<file path="src/rtl/clock_pkg.sv">
// Shared definitions for the clock slice: FSM state encoding and BCD digit limits.
package clock_pkg;

   typedef enum logic {
      RUN = 1'b0,
      SET = 1'b1
   } state_t;

   localparam logic [3:0] UNITS_MAX = 4'd9;
   localparam logic [2:0] TENS_MAX  = 3'd5;

endpackage

</file>
<file path="src/rtl/minutes_bcd_step.sv">
// Combinational +/-1 minute step on a two-digit BCD value 00..59, flagging the 59<->00 wrap.
module minutes_bcd_step
   import clock_pkg::*;
(
   input  logic [2:0] leftMin,
   input  logic [3:0] rightMin,
   input  logic       inc,
   input  logic       dec,
   output logic [2:0] nextLeft,
   output logic [3:0] nextRight,
   output logic       wrap
);

   // NOTE: every output gets a default first so no path leaves it unassigned (no latch).
   always_comb begin
      nextLeft  = leftMin;
      nextRight = rightMin;
      wrap      = 1'b0;
      if (inc && !dec) begin
         if (rightMin != UNITS_MAX) begin
            nextRight = rightMin + 4'd1;
         end else begin
            nextRight = 4'd0;
            if (leftMin != TENS_MAX) begin
               nextLeft = leftMin + 3'd1;
            end else begin
               nextLeft = 3'd0;
               wrap     = 1'b1;
            end
         end
      end else if (dec && !inc) begin
         if (rightMin != 4'd0) begin
            nextRight = rightMin - 4'd1;
         end else begin
            nextRight = UNITS_MAX;
            if (leftMin != 3'd0) begin
               nextLeft = leftMin - 3'd1;
            end else begin
               nextLeft = TENS_MAX;
               wrap     = 1'b1;
            end
         end
      end
   end

endmodule

</file>
<file path="src/rtl/minutes_counter.sv">
// Minutes counter with RUN/SET modes: tick-driven BCD minutes in RUN, button
// editing with auto-repeat in SET, and a one-cycle hour carry on 59->00.
module minutes_counter
   import clock_pkg::*;
#(
   parameter int TICKS_PER_MIN = 60,
   parameter int REPEAT_CYCLES = 25_000_000
) (
   input  logic       clk,
   input  logic       rst,
   input  logic       tick,
   input  logic       set_mode,
   input  logic       inc_btn,
   input  logic       dec_btn,
   output logic [3:0] rightMin,
   output logic [2:0] leftMin,
   output logic       hour_carry,
   output logic       set_active
);

   localparam int         RW          = (REPEAT_CYCLES > 2) ? $clog2(REPEAT_CYCLES) : 1;
   localparam logic [RW-1:0] REPEAT_LAST = RW'(REPEAT_CYCLES - 1);
   localparam logic [7:0] SEC_LAST    = 8'(TICKS_PER_MIN - 1);

   state_t        state;
   logic [7:0]    secCnt;
   logic [RW-1:0] repeatCnt;
   logic [RW-1:0] repeatNext;
   logic          incPrev;
   logic          decPrev;
   logic          stepInc;
   logic          stepDec;
   logic          tickAdvance;
   logic [2:0]    nextLeft;
   logic [3:0]    nextRight;
   logic          wrap;

   // Button stepping: a fresh press steps at once; a steady single hold steps
   // every REPEAT_CYCLES edges. Both buttons or none held clears the count.
   always_comb begin
      stepInc    = 1'b0;
      stepDec    = 1'b0;
      repeatNext = '0;
      if (state == SET && (inc_btn ^ dec_btn)) begin
         if ((inc_btn && !incPrev) || (dec_btn && !decPrev) || repeatCnt == REPEAT_LAST) begin
            stepInc = inc_btn;
            stepDec = dec_btn;
         end else begin
            repeatNext = repeatCnt + RW'(1);
         end
      end
   end

   // The RUN->SET edge clears the seconds and ignores the tick.
   assign tickAdvance = (state == RUN) && !set_mode && tick && (secCnt == SEC_LAST);

   minutes_bcd_step u_step (
      .leftMin  (leftMin),
      .rightMin (rightMin),
      .inc      (stepInc | tickAdvance),
      .dec      (stepDec),
      .nextLeft (nextLeft),
      .nextRight(nextRight),
      .wrap     (wrap)
   );

   // NOTE: sequential state uses non-blocking assignments so every register samples pre-edge values.
   always_ff @(posedge clk) begin
      if (rst) begin
         state      <= RUN;
         secCnt     <= 8'd0;
         repeatCnt  <= '0;
         incPrev    <= 1'b0;
         decPrev    <= 1'b0;
         rightMin   <= 4'd0;
         leftMin    <= 3'd0;
         hour_carry <= 1'b0;
         set_active <= 1'b0;
      end else begin
         state      <= set_mode ? SET : RUN;
         set_active <= set_mode;
         incPrev    <= inc_btn;
         decPrev    <= dec_btn;
         repeatCnt  <= repeatNext;
         rightMin   <= nextRight;
         leftMin    <= nextLeft;
         hour_carry <= tickAdvance && wrap;
         if (state == RUN) begin
            if (set_mode) begin
               secCnt <= 8'd0;
            end else if (tick) begin
               secCnt <= (secCnt == SEC_LAST) ? 8'd0 : secCnt + 8'd1;
            end
         end
      end
   end

endmodule

</file>
<file path="config.mk">
export PLATFORM = sky130hd
export DESIGN_NAME = minutes_counter
export DESIGN_NICKNAME = d
export VERILOG_FILES = /design/src/rtl/clock_pkg.sv /design/src/rtl/minutes_bcd_step.sv /design/src/rtl/minutes_counter.sv
export SDC_FILE = /design/constraint.sdc
export NUM_CORES = 1
export LEC_CHECK = 0
export BUFFER_PORTS_ARGS = -buffer_cell sky130_fd_sc_hd__buf_2
export CORE_ASPECT_RATIO = 1.25
export CORE_MARGIN = 8
export CORE_UTILIZATION = 50
export DETAILED_ROUTE_END_ITERATION = 8
export PLACE_DENSITY_LB_ADDON = 0.2
export SLEW_MARGIN = 0
export SYNTH_ARGS = -nofsm -noshare
export SYNTH_HDL_FRONTEND = slang
export SYNTH_HIERARCHICAL = 1
export SYNTH_SLANG_ARGS = --single-unit
export TNS_END_PERCENT = 1
</file>
<file path="constraint.sdc">
create_clock -name clk -period 8.57 [get_ports clk]
set_input_delay 0.857 -clock clk [delete_from_list [all_inputs] [get_ports clk]]
set_output_delay 0.857 -clock clk [all_outputs]
set_load 0.02 [all_outputs]
</file>
==> impl_results.html <==
<table>
<tr><th>Metric</th><th>Value</th></tr>
<tr><th colspan="2">Power</th></tr>
<tr><td>Leak</td><td>0.827 nW</td></tr>
<tr><td>Relative contribution of sequential cells to total power</td><td>0.472</td></tr>
<tr><td>Clock network fraction of total power</td><td>0.488</td></tr>
<tr><td>Comb pwr share</td><td>0.040</td></tr>
<tr><td>Fraction of power spent switching nets</td><td>0.189</td></tr>
<tr><td>NetSw</td><td>83.9 µW</td></tr>
<tr><td>Power Total</td><td>443 µW</td></tr>
<tr><td>Max VDD drop</td><td>0.000126 V</td></tr>
<tr><td>Power density of the placed cells</td><td>176 nW/µm²</td></tr>
<tr><td>Power Internal</td><td>359 µW</td></tr>
<tr><th colspan="2">STA</th></tr>
<tr><td>Final critical delay including setup and external delays</td><td>3.03 ns</td></tr>
<tr><td>Setup violation total in the final timing report</td><td>0</td></tr>
<tr><td>Number of hold violations in the final report</td><td>0</td></tr>
<tr><td>Fin Clk Skew</td><td>0.00558 ns</td></tr>
<tr><td>Final sum of negative setup slack</td><td>0 ns</td></tr>
<tr><td>Final slew viol count</td><td>0</td></tr>
<tr><td>Post-route fraction of the period consumed by the critical path</td><td>0.353</td></tr>
<tr><td>Max_slew headroom</td><td>0.671</td></tr>
<tr><td>Fmax</td><td>330 MHz</td></tr>
<tr><td>Slack of the critical path</td><td>5.54 ns</td></tr>
<tr><td>Worst Max-Slew Pin Slew</td><td>0.489 ns</td></tr>
<tr><td>Unrepaired setup endpoints after global routing</td><td>no</td></tr>
<tr><th colspan="2">Clocking</th></tr>
<tr><td>Number of buffers between clock root and the deepest sink</td><td>2</td></tr>
<tr><td>Number of hold buffers added after cts</td><td>0</td></tr>
<tr><td>Root cell of the clock tree</td><td>sky130_fd_sc_hd__clkbuf_8</td></tr>
<tr><td>Number of levels in the clock H-tree</td><td>2</td></tr>
<tr><td>TritonCTS buffer count</td><td>5</td></tr>
<tr><td>Skew-Pair Late Insertion Delay</td><td>0.30 ns</td></tr>
<tr><td>Sinks on Clock Net</td><td>44</td></tr>
<tr><td>Clock transition at the register clock pins on the worst setup and hold paths after CTS</td><td>0.08 ns</td></tr>
<tr><td>Setup repair bufs after CTS</td><td>0</td></tr>
<tr><td>Clock tree from TritonCTS</td><td>done</td></tr>
<tr><td>CTS resizes</td><td>0</td></tr>
<tr><th colspan="2">Placed design</th></tr>
<tr><td>Dpl hpwl</td><td>3140 µm</td></tr>
<tr><td>Count of placed standard cells including taps</td><td>319</td></tr>
<tr><td>Worst slack, placed</td><td>5.56 ns</td></tr>
<tr><td>Placed standard-cell area</td><td>2360 µm²</td></tr>
<tr><td>RD Place Congestion</td><td>0.807</td></tr>
<tr><td>Total of buffers placed on input and output ports</td><td>14</td></tr>
<tr><th colspan="2">Floorplan</th></tr>
<tr><td>Placeable Area</td><td>4430 µm²</td></tr>
<tr><td>IO Pins</td><td>15</td></tr>
<tr><td>Overall die area</td><td>7030 µm²</td></tr>
<tr><td>Die outline width</td><td>76.6 µm</td></tr>
<tr><td>Row count</td><td>27</td></tr>
<tr><td>Initial core utilization</td><td>0.519</td></tr>
<tr><td>Height of the die</td><td>91.8 µm</td></tr>
<tr><th colspan="2">Global routing</th></tr>
<tr><td>Maximum number of pins on one net before global-route repair</td><td>26</td></tr>
<tr><td>Vias in the first global route</td><td>1810</td></tr>
<tr><td>Antenna violations before repair</td><td>0</td></tr>
<tr><td>Gr usage total</td><td>0.131</td></tr>
<tr><td>Global-route wire length before repair</td><td>7870 µm</td></tr>
<tr><td>Remaining global-route overflow</td><td>0</td></tr>
<tr><th colspan="2">Setup path</th></tr>
<tr><td>Setup crit start kind</td><td>flip-flop</td></tr>
<tr><td>Largest fanout on the critical path</td><td>6</td></tr>
<tr><td>Worst r2r dst</td><td>leftMin[2]$_SDFF_PP0_</td></tr>
<tr><td>Register-to-Register Setup Slack</td><td>5.54 ns</td></tr>
<tr><td>Worst setup path class</td><td>reg2reg</td></tr>
<tr><td>Data required time of the worst path</td><td>8.75 ns</td></tr>
<tr><td>Series of cell instances along the critical path</td><td>or4b_4, nor4_4, a41oi_1, o31ai_1, and4b_1, nand3_2, and2_0, a221o_1, nor2b_1</td></tr>
<tr><td>Depth of the worst register-to-register path</td><td>9</td></tr>
<tr><td>CP max stage delay</td><td>0.50 ns</td></tr>
<tr><td>Crit end category</td><td>flip-flop</td></tr>
<tr><td>Critical Path Slowest Stage Cell</td><td>sky130_fd_sc_hd__or4b_4</td></tr>
<tr><td>Launching point of the worst reg2reg path</td><td>repeatCnt[11]$_SDFF_PP0_</td></tr>
<tr><td>Arrival time reported for the critical path endpoint</td><td>3.20 ns</td></tr>
<tr><th colspan="2">Yosys</th></tr>
<tr><td>Post-synthesis sequential area ratio</td><td>0.383</td></tr>
<tr><td>#FFs+latches synth</td><td>44</td></tr>
<tr><td>Synth unique cells</td><td>50</td></tr>
<tr><td>Post-synthesis cell area</td><td>2300 µm²</td></tr>
<tr><td>Post-Synthesis Net Count</td><td>269</td></tr>
<tr><td>Async set-reset flop share out of synthesis</td><td>0</td></tr>
<tr><td>Number of warnings reported in the yosys synthesis log</td><td>6</td></tr>
<tr><td>Number of synthesized flops with an enable pin</td><td>0</td></tr>
<tr><td>Number of instances in the synthesized netlist</td><td>261</td></tr>
<tr><td>Synthesized area per cell</td><td>8.80 µm²</td></tr>
<tr><td>Predominant post-synthesis flop cell</td><td>sky130_fd_sc_hd__dfxtp_1</td></tr>
<tr><th colspan="2">Routing</th></tr>
<tr><td>Vias per Instance</td><td>5.92</td></tr>
<tr><td>Total length of routed wires</td><td>4650 µm</td></tr>
<tr><td>Final routed DRC violation total</td><td>0</td></tr>
<tr><td>Number of nets still failing antenna checks after routing</td><td>0</td></tr>
<tr><td>Routed wire length per instance</td><td>14.2 µm</td></tr>
<tr><td>First-iteration detailed-routing DRC count</td><td>70</td></tr>
<tr><td>Number of iterations in the first detailed-routing pass</td><td>4</td></tr>
<tr><td>Routed vias</td><td>1937</td></tr>
<tr><th colspan="2">Finish</th></tr>
<tr><td>Final Instance Area</td><td>2520 µm²</td></tr>
<tr><td>Layout cells sized above 1</td><td>0.123</td></tr>
<tr><td>Diode count</td><td>0</td></tr>
<tr><td>Layout net count</td><td>276</td></tr>
<tr><td>Highest-count cells in the layout ignoring fill and taps</td><td>sky130_fd_sc_hd__dfxtp_1 (44), sky130_fd_sc_hd__nor2_1 (23), sky130_fd_sc_hd__a21oi_1 (16)</td></tr>
<tr><td>Fillcell total</td><td>405</td></tr>
<tr><td>Non-Filler Instances</td><td>327</td></tr>
<tr><td>Most common library cell in the layout ignoring fill and taps</td><td>sky130_fd_sc_hd__dfxtp_1</td></tr>
<tr><td>Area growth, synth to finish</td><td>9.59%</td></tr>
<tr><th colspan="2">Worst hold path</th></tr>
<tr><td>End point of the most critical hold path</td><td>repeatCnt[0]$_SDFF_PP0_</td></tr>
<tr><td>Number of cells traversed by the worst hold path</td><td>1</td></tr>
<tr><td>Kind of path behind the tightest hold check</td><td>reg2reg</td></tr>
<tr><td>Worst Min Path Start</td><td>repeatCnt[0]$_SDFF_PP0_</td></tr>
<tr><th colspan="2">Job</th></tr>
<tr><td>Max-cap check violation count</td><td>0</td></tr>
<tr><th colspan="2">Run status</th></tr>
<tr><td>Run status</td><td>finished, final reports clean</td></tr>
</table>
==> per-stage QoR <==
| stage | hold slack [ns] | utilization |
|---|---|---|
| detailed placement | 0.437 | 0.533 |
| global route | 0.470 | 0.569 |
| finish | 0.449 | 0.569 |
| CTS | 0.450 | 0.569 |
| floorplan | 0.411 | - |
| global placement | 0.426 | 0.533 |
==> Yosys cell counts, types with 3 or more instances <==
master / instances / area, µm²
sky130_fd_sc_hd__buf_6: 3 / 33.8
sky130_fd_sc_hd__a21oi_1: 16 / 80.1
sky130_fd_sc_hd__buf_2: 4 / 20.0
sky130_fd_sc_hd__nor2b_1: 11 / 68.8
sky130_fd_sc_hd__o31ai_1: 5 / 37.5
sky130_fd_sc_hd__a311oi_1: 4 / 35.0
sky130_fd_sc_hd__a22oi_1: 3 / 22.5
sky130_fd_sc_hd__clkbuf_1: 5 / 18.8
sky130_fd_sc_hd__a41oi_1: 3 / 26.3
sky130_fd_sc_hd__nand2b_1: 3 / 18.8
sky130_fd_sc_hd__or3_1: 7 / 43.8
sky130_fd_sc_hd__nor2_1: 23 / 86.3
sky130_fd_sc_hd__nor3_1: 5 / 25.0
sky130_fd_sc_hd__and4_1: 5 / 43.8
sky130_fd_sc_hd__xnor2_1: 4 / 35.0
sky130_fd_sc_hd__nand3b_1: 3 / 22.5
sky130_fd_sc_hd__or4_1: 5 / 37.5
sky130_fd_sc_hd__and2_1: 4 / 25.0
sky130_fd_sc_hd__dfxtp_1: 44 / 881
sky130_fd_sc_hd__inv_1: 5 / 18.8
sky130_fd_sc_hd__mux2i_1: 3 / 30.0
sky130_fd_sc_hd__nand2_1: 12 / 45.0
sky130_fd_sc_hd__o21ai_0: 14 / 70.1
sky130_fd_sc_hd__and3_1: 4 / 25.0
sky130_fd_sc_hd__nand3_1: 14 / 70.1
sky130_fd_sc_hd__xor2_1: 11 / 96.3
sky130_fd_sc_hd__nor3b_1: 3 / 22.5
sky130_fd_sc_hd__nand4_1: 11 / 68.8
==> logic make-up after synthesis <==
family          Yosys count  share of synthesized area
compound gates           55                      0.159
xor+xnor                 15                     0.0572
fa+ha+maj                 2                     0.0109
buf+inv                  19                     0.0436
flops                    44                      0.383
mux                       5                     0.0229
simple gates            121                      0.323
==> power by group through the flow <==
stage | logic (mW) | clock network (mW) | registers, mW
after CTS | 0.0180 | 0.220 | 0.209
after global placement | 0.0177 | 0 | 0.214
after floorplan | 0.0131 | 0 | 0.214
final | 0.0179 | 0.216 | 0.209
after detailed placement | 0.0178 | 0 | 0.214
after global routing | 0.0196 | 0.229 | 0.210
==> critical path: cells and delay by family, from the launching register on <==
family	cells	cell delay, ns
AO/OA/AOI/OAI	3	0.92
flip-flops	1	0.44
AND/OR/NAND/NOR	6	1.55
==> layer usage <==
metal	track usage	up-vias	part of all wire
li1	-	982	-
met1	0.136	927	0.45
met2	0.243	22	0.50
met3	0.0430	6	0.037
met4	0.0434	0	0.013
met5	0	-	0
==> how the worst max path moves through the flow <==
| stage | cells after the start | from | slack [ns] | to |
|---|---|---|---|---|
| after floorplan | 9 | repeatCnt[17]$_SDFF_PP0_ | 5.80 | leftMin[2]$_SDFF_PP0_ |
| after global placement | 9 | repeatCnt[10]$_SDFF_PP0_ | 5.63 | leftMin[2]$_SDFF_PP0_ |
| final | 9 | repeatCnt[11]$_SDFF_PP0_ | 5.54 | leftMin[2]$_SDFF_PP0_ |
| after global routing | 9 | repeatCnt[11]$_SDFF_PP0_ | 5.33 | leftMin[2]$_SDFF_PP0_ |
| after CTS | 9 | repeatCnt[11]$_SDFF_PP0_ | 5.54 | leftMin[2]$_SDFF_PP0_ |
| after detailed placement | 9 | repeatCnt[11]$_SDFF_PP0_ | 5.56 | leftMin[2]$_SDFF_PP0_ |
==> cell type report <==
cell class	count	area (µm²)	share of cell area
Clock inverter	3	90.1	0.0358
Sequential cell	44	881	0.350
Timing Repair Buffer	14	70.1	0.0278
Tap cell	58	72.6	0.0288
Inverter	5	18.8	0.00746
Clock buffer	5	68.8	0.0273
Multi-Input combinational cell	198	1320	0.523
==> registers in the layout, summed over array words and instances, names as in the netlist <==
name and cells:
leftMin 3, incPrev 1, repeatCnt 25, hour_carry 1, decPrev 1, set_active 1
secCnt 8, rightMin 4
Note: power is estimated with default switching activity, not from simulation.
